**src/rtl/score_pkg.sv**
```systemverilog
// Shared types and defaults for the score tracker and its BCD converter.
package score_pkg;

    localparam int SCORE_W_DEF   = 8;
    localparam int MAX_SCORE_DEF = 140;

    typedef enum logic {
        PLAY,
        OVER
    } game_state_t;

    typedef enum logic [1:0] {
        IDLE,
        LOAD,
        SHIFT,
        DONE
    } bcd_state_t;

    // Double-dabble digit correction: a digit of 5 or more gets +3 so that
    // the following left shift carries into the next decimal digit.
    function automatic logic [3:0] dd_adjust(input logic [3:0] d);
        return (d >= 4'd5) ? d + 4'd3 : d;
    endfunction

endpackage

```
**src/rtl/bin2bcd_seq.sv**
```systemverilog
// Sequential double-dabble binary-to-BCD converter, one bit per clock.
// Reusable for any display path: pulse start while idle, read bcd after done.
module bin2bcd_seq
    import score_pkg::*;
#(
    parameter int W      = 8,
    parameter int DIGITS = 3
) (
    input  logic                  clk,
    input  logic                  nRst,
    input  logic [W-1:0]          bin,
    input  logic                  start,
    output logic                  busy,
    output logic [4*DIGITS-1:0]   bcd,
    output logic                  done
);

    localparam int CNT_W = $clog2(W + 1);

    bcd_state_t              r_state;
    logic [W-1:0]            r_bin;
    logic [4*DIGITS-1:0]     r_acc;
    logic [4*DIGITS-1:0]     r_bcd;
    logic [CNT_W-1:0]        r_cnt;

    logic [4*DIGITS-1:0]     w_adj;
    logic [4*DIGITS-1:0]     w_acc_next;

    // One double-dabble step: correct every digit, then shift in the next bin MSB.
    always_comb begin
        // NOTE: every always_comb output gets a default first so no path can infer a latch.
        w_adj = '0;
        for (int i = 0; i < DIGITS; i++) begin
            w_adj[4*i +: 4] = dd_adjust(r_acc[4*i +: 4]);
        end
        w_acc_next = {w_adj[4*DIGITS-2:0], r_bin[W-1]};
    end

    // Converter FSM; the operand is latched on start so later input changes
    // cannot corrupt a conversion in flight. bcd is written on the final shift.
    always_ff @(posedge clk or negedge nRst) begin
        if (!nRst) begin
            r_state <= IDLE;
            r_bin   <= '0;
            r_acc   <= '0;
            r_bcd   <= '0;
            r_cnt   <= '0;
        end else begin
            // NOTE: state registers use non-blocking assignments so every flop samples pre-edge values.
            case (r_state)
                IDLE: begin
                    if (start) begin
                        r_bin   <= bin;
                        r_state <= LOAD;
                    end
                end
                LOAD: begin
                    r_acc   <= '0;
                    r_cnt   <= CNT_W'(W);
                    r_state <= SHIFT;
                end
                SHIFT: begin
                    r_acc <= w_acc_next;
                    r_bin <= r_bin << 1;
                    r_cnt <= r_cnt - CNT_W'(1);
                    if (r_cnt == CNT_W'(1)) begin
                        r_bcd   <= w_acc_next;
                        r_state <= DONE;
                    end
                end
                DONE: begin
                    r_state <= IDLE;
                end
                default: r_state <= IDLE;
            endcase
        end
    end

    assign busy = (r_state != IDLE);
    assign done = (r_state == DONE);
    assign bcd  = r_bcd;

endmodule

```
**src/rtl/score_tracker_param.sv**
```systemverilog
// Game score tracker: edge-detected scoring with saturation, high score,
// PLAY/OVER game FSM and a BCD display feed with a valid flag.
module score_tracker_param
    import score_pkg::*;
#(
    parameter int SCORE_W   = SCORE_W_DEF,
    parameter int MAX_SCORE = MAX_SCORE_DEF,
    parameter int POINTS    = 1,
    parameter int DIGITS    = 3
) (
    input  logic                  clk,
    input  logic                  nRst,
    input  logic                  goodColl,
    input  logic                  badColl,
    input  logic                  restart,
    output logic [SCORE_W-1:0]    current_score,
    output logic [SCORE_W-1:0]    high_score,
    output logic [SCORE_W-1:0]    dispScore,
    output logic [4*DIGITS-1:0]   bcd_digits,
    output logic                  bcd_valid,
    output logic                  isGameComplete,
    output logic                  game_over
);

    localparam logic [SCORE_W:0]   MAX_EXT    = (SCORE_W+1)'(MAX_SCORE);
    localparam logic [SCORE_W:0]   POINTS_EXT = (SCORE_W+1)'(POINTS);
    localparam logic [SCORE_W-1:0] MAX_VAL    = SCORE_W'(MAX_SCORE);

    game_state_t          r_state;
    logic                 r_good_q;
    logic [SCORE_W-1:0]   r_score;
    logic [SCORE_W-1:0]   r_high;
    logic [SCORE_W-1:0]   r_disp;
    logic                 r_complete;
    logic [SCORE_W-1:0]   r_pending;
    logic [SCORE_W-1:0]   r_last_conv;

    logic                 w_good_edge;
    logic [SCORE_W:0]     w_sum;
    logic [SCORE_W-1:0]   w_next_score;
    logic [SCORE_W-1:0]   w_next_high;
    game_state_t          w_next_state;
    logic                 w_start;
    logic                 w_busy;
    logic                 w_done;

    assign w_good_edge = goodColl & ~r_good_q;

    // Next score/state; the sum carries one extra bit so saturation sees overflow.
    always_comb begin
        w_next_score = r_score;
        w_next_state = r_state;
        w_sum        = {1'b0, r_score} + POINTS_EXT;
        case (r_state)
            PLAY: begin
                if (badColl) begin
                    w_next_state = OVER;
                end else if (w_good_edge) begin
                    w_next_score = (w_sum >= MAX_EXT) ? MAX_VAL : w_sum[SCORE_W-1:0];
                    if (w_next_score == MAX_VAL) begin
                        w_next_state = OVER;
                    end
                end
            end
            OVER: begin
                if (restart) begin
                    w_next_score = '0;
                    w_next_state = PLAY;
                end
            end
            default: w_next_state = PLAY;
        endcase
        w_next_high = (w_next_score > r_high) ? w_next_score : r_high;
    end

    // Game registers; dispScore follows next-state values so it moves with the score.
    always_ff @(posedge clk or negedge nRst) begin
        if (!nRst) begin
            r_state    <= PLAY;
            r_good_q   <= 1'b0;
            r_score    <= '0;
            r_high     <= '0;
            r_disp     <= '0;
            r_complete <= 1'b0;
        end else begin
            r_state    <= w_next_state;
            r_good_q   <= goodColl;
            r_score    <= w_next_score;
            r_high     <= w_next_high;
            r_disp     <= (w_next_state == OVER) ? w_next_high : w_next_score;
            r_complete <= (r_state == PLAY) && (w_next_state == OVER);
        end
    end

    // Remember which value the converter is working on and which one is shown,
    // so a display change during a conversion re-triggers once it finishes.
    always_ff @(posedge clk or negedge nRst) begin
        if (!nRst) begin
            r_pending   <= '0;
            r_last_conv <= '0;
        end else begin
            if (w_start) r_pending   <= r_disp;
            if (w_done)  r_last_conv <= r_pending;
        end
    end

    assign w_start = !w_busy && (r_disp != r_last_conv);

    bin2bcd_seq #(
        .W      (SCORE_W),
        .DIGITS (DIGITS)
    ) u_bin2bcd (
        .clk   (clk),
        .nRst  (nRst),
        .bin   (r_disp),
        .start (w_start),
        .busy  (w_busy),
        .bcd   (bcd_digits),
        .done  (w_done)
    );

    assign current_score  = r_score;
    assign high_score     = r_high;
    assign dispScore      = r_disp;
    assign bcd_valid      = !w_busy && (r_disp == r_last_conv);
    assign isGameComplete = r_complete;
    assign game_over      = (r_state == OVER);

endmodule

```
**config.mk**
```make
export PLATFORM = sky130hd
export DESIGN_NAME = score_tracker_param
export DESIGN_NICKNAME = d
export VERILOG_FILES = /design/src/rtl/score_pkg.sv /design/src/rtl/bin2bcd_seq.sv /design/src/rtl/score_tracker_param.sv
export SDC_FILE = /design/constraint.sdc
export NUM_CORES = 1
export LEC_CHECK = 0
export CAP_MARGIN = 20
export CORE_MARGIN = 2
export CORE_UTILIZATION = 56
export DETAILED_ROUTE_END_ITERATION = 6
export GPL_TIMING_DRIVEN = 0
export PLACE_DENSITY = 0.79
export SKIP_LAST_GASP = 1
export SLEW_MARGIN = 20
export SYNTH_ARGS = -nofsm -noshare
export SYNTH_HDL_FRONTEND = slang
export SYNTH_SLANG_ARGS = --single-unit
```
**constraint.sdc**
```tcl
create_clock -name clk -period 4.4 [get_ports clk]
set_input_delay 0.88 -clock clk [delete_from_list [all_inputs] [get_ports clk]]
set_output_delay 0.88 -clock clk [all_outputs]
set_load 0.03 [all_outputs]
```
==> impl_metrics.py <==
metrics = {
    "yosys": {
        "syn_area_sq_um": 4120,
        "ys_warn_count": 0,
        "synth.area.top_cells": "dfrtp_1 49%, mux2_2 8.2%, ha_1 6.4%",
        "synth.distinct_cells": 47,
        "synth_top_family_by_area": "compound AO/OA/AOI/OAI gates",
        "synthArstFlopShare": 1.00,
        "avgSynthCellArea_sq_um": 10.5,
        "synth-edff-count": 0,
        "ys_ff_latch": 81,
        "yosys.area_share.simple": 0.127,
        "synth_fa_ha_area_frac": 0.0638,
        "yosys.area_share.xor_xnor": 0.0276,
        "netlist_instances": 392,
        "synth_compound_area_frac": 0.140,
        "synthMuxAreaShare": 0.109,
        "syn_nets": 418,
        "ys.flop_type": "dfrtp_1",
        "synth-seq-area-share": 0.492,
        "synth_top_area_frac": 0.492,
        "synth_top_cell_by_area": "dfrtp_1",
    },
    "grt": {
        "grt_overflow": 0,
        "grt_max_degree": 60,
        "grt_first_pass_wirelength_mm": 14.5,
        "grt_use_total": 0.221,
        "antenna_found_initial": 0,
        "top_usage_layer": "met2",
        "grtUsageMet1": 0.294,
        "use_met2": 0.363,
        "grt_pass1_vias": 3055,
        "use_met3": 0.0495,
    },
    "power": {
        "peakVddDrop_mv": 0.327,
        "p_comb_frac": 0.394,
        "power.density_nw_per_um2": 531,
        "clkPwrFrac": 0.229,
        "seq_power_share": 0.377,
        "internal-power_mw": 1.63,
        "p_switching_mw": 0.989,
        "leakage_nw": 2.22,
        "swShare": 0.378,
    },
    "timing": {
        "worst_slew_pin_slew_ns": 0.598,
        "fin_crit_sh": 0.949,
        "fmax_mhz": 239,
        "slew_violations": 0,
        "worst_slack_ns": 0.224,
        "whs_ns": 0.414,
        "relSlewSlack": 0.591,
        "skew_ns": 0.00674,
        "fin_setup_tns_ns": 0,
        "setup_viol": 0,
        "min_period_ns": 4.18,
        "finalHoldViolCount": 0,
    },
    "worst_setup_path": {
        "path_cells": "clkdlybuf4s50_1, or3_1, a2111oi_0, nand3_1, nand2_1, ha_1, and3_1, o21ai_0, a21boi_0, o31ai_2, buf_4, o311ai_4, mux2_1",
        "worstPathRequired_ns": 4.63,
        "critPathLaunchType": "primary input",
        "crit_slowest_cell": "a2111oi_0",
        "critPathTopFamily": "compound AO/OA/AOI/OAI gates",
        "r2r_start": "current_score[0]",
        "crit_fanout": 8,
        "worstSetupStartpoint": "badColl",
        "slowest_delay_ns": 0.55,
        "critPathKind": "primary input to register",
        "crit_path_end_kind": "register",
        "cp.buffers_inverters": 2,
        "arrival_ns": 4.41,
    },
    "layout": {
        "syn_to_final_growth_pct": 19.7,
        "n_fill_cell": 535,
        "post-route-util": 0.687,
        "seq_area_sq_um": 2030,
        "layout-drive-gt1-share": 0.133,
        "nNetsFinal": 473,
        "n_antenna_cell": 0,
        "multiInputGateArea_sq_um": 1940,
    },
    "floorplan": {
        "core_sq_um": 7180,
        "ioPinCount": 44,
        "dieArea_sq_um": 8060,
        "floorplan.initialDensity": 0.574,
        "fp.dieW_um": 89.8,
        "die_h_um": 89.8,
        "rows": 31,
    },
    "cts": {
        "cts_tree": "built",
        "clock_sinks": 81,
        "clockRootBuffer": "clkbuf_8",
        "path_clk_slew_ns": 0.09,
        "clk_latency_ns": 0.35,
        "htree_levels": 3,
        "cts_buffer_depth": 2,
        "hold_buffers": 0,
        "cts_made_buffers": 9,
    },
    "routing": {
        "dr.pass1.iters": 4,
        "antenna_left": 0,
        "drt_iter0_drc": 135,
        "wl_per_cell_um": 15.1,
        "drt-total-wl_mm": 8.35,
        "drt-vias-per-instance": 5.52,
        "route.detailed.drc": 0,
        "num_vias": 3040,
    },
    "min_path": {
        "hold_class": "primary input to async pin",
    },
    "flow_run": {
        "max_cap_violations": 0,
    },
    "place": {
        "pre_cts_slack_ns": -0.423,
        "gp_congestion": 0.857,
        "port_buffers": 43,
        "dpl.hpwl_mm": 5.99,
    },
    "outcome": {
        "outcome": "finished, final reports clean",
    },
}
-- worst register-to-register path: stages (launching register included) --
cell and delay [ns]:
dfrtp_1 0.49, ha_1 0.30, and3_1 0.19, buf_4 0.15
mux2i_1 0.15, o311ai_4 0.45, nand3_2 0.20, o21ai_1 0.26
inv_1 0.09, ha_1 0.29, a21o_1 0.17, a21oi_1 0.14
a21boi_0 0.14, o31ai_2 0.26, buf_4 0.17, o311ai_4 0.18
mux2_1 0.36
-- cell usage in the layout (no fill, tap or decap), types with 3 or more instances in the layout --
cell             count
nand3_1              7
a21oi_1             23
xor2_1               8
a31oi_1              3
clkbuf_1            11
mux2_2              30
buf_4                5
ha_1                21
xnor2_1              5
inv_1               26
clkinvlp_4           3
o22ai_1              9
mux2i_1             10
and3_1               6
nand2b_1             6
clkdlybuf4s50_1     42
dfrtp_1             81
nor2b_1              4
nand2_1             34
clkbuf_8             9
o21ai_1              3
nor2_1              25
a22o_1               3
o21ai_0             24
and2_1               7
nor3_1               5
-- power groups by stage --
stage          combinational [mW]  clock, mW  sequential (mW)
2_1_floorplan               0.660          0             1.05
3_3_place_gp                0.975          0            0.994
3_5_place_dp                 1.01          0            0.999
4_1_cts                      1.03      0.608            0.985
5_1_grt                      1.16      0.640             1.01
6_report                     1.03      0.600            0.986
-- cell type report --
type | instances | share of cell area
buffer | 14 | 0.0129
clock buffer | 10 | 0.0259
clock inverter | 6 | 0.0185
inverter | 26 | 0.0198
multi-input combinational | 270 | 0.393
sequential | 81 | 0.411
tap | 99 | 0.0251
timing repair buffer | 45 | 0.0939
-- path summary, 6_finish.rpt --
check / endpoint / slack [ns] / cells past startpoint
setup / recovery: dispScore[7] / 0.22 / 13
hold / removal: u_bin2bcd.bcd[9] / 0.41 / 1
setup reg to reg: dispScore[7] / 0.29 / 16
hold reg to reg: u_bin2bcd.bcd[10] / 0.48 / 2
max in group asynchronous: high_score[0] / 3.41 / 2
min in group clk: u_bin2bcd.bcd[10] / 0.48 / 2
-- metal layers --
layer  vias to the layer above  routed length [um]
li1                       1481                   -
met3                         7                 288
met1                      1484                3860
met5                         -                   0
met4                         0                  80
met2                        68                4120
-- stage by stage --
stage / instances / cell area [sq um] / power (mW)
floorplan: 392 / 4120 / 1.71
global placement: 534 / 4670 / 1.97
detailed placement: 535 / 4700 / 2.01
CTS: 551 / 4920 / 2.62
global route: 551 / 4930 / 2.80
finish: 551 / 4930 / 2.62
-- synthesized netlist by cell type (3+ instances only) --
cell type	count
and3_1	6
nor2b_1	4
nand3_1	8
nand2b_1	6
and2_1	7
mux2i_1	10
dfrtp_1	81
a31oi_1	3
a21oi_1	23
nor2_1	25
xnor2_1	5
mux2_2	30
xor2_1	8
nor3_1	5
a22o_1	3
buf_4	3
nand2_1	34
inv_1	26
ha_1	21
clkbuf_1	11
o22ai_1	9
o21ai_0	27
-- timing repair --
item,4_1_cts,5_1_grt
setup endpoints to repair,7,15
setup buffers,0,1
gates resized for setup,1,5
pin swaps,0,1
-- kinds of logic (layout without fill, tap and decap cells) --
kind of cell	Yosys count	in the layout
simple gates	108	108
compound gates	87	87
fa+ha+maj	21	21
buf+inv	41	101
xor+xnor	13	13
flops	81	81
mux	41	41
-- state kept, by name (all words and copies together), names as in the netlist --
name	cells
current_score	8
dispScore	8
game_over	1
high_score	8
isGameComplete	1
r_good_q	1
r_last_conv	8
r_pending	8
u_bin2bcd.bcd	12
u_bin2bcd.r_acc	12
u_bin2bcd.r_bin	8
u_bin2bcd.r_cnt	4
u_bin2bcd.r_state	2
Power figures use the tool's default switching activity.
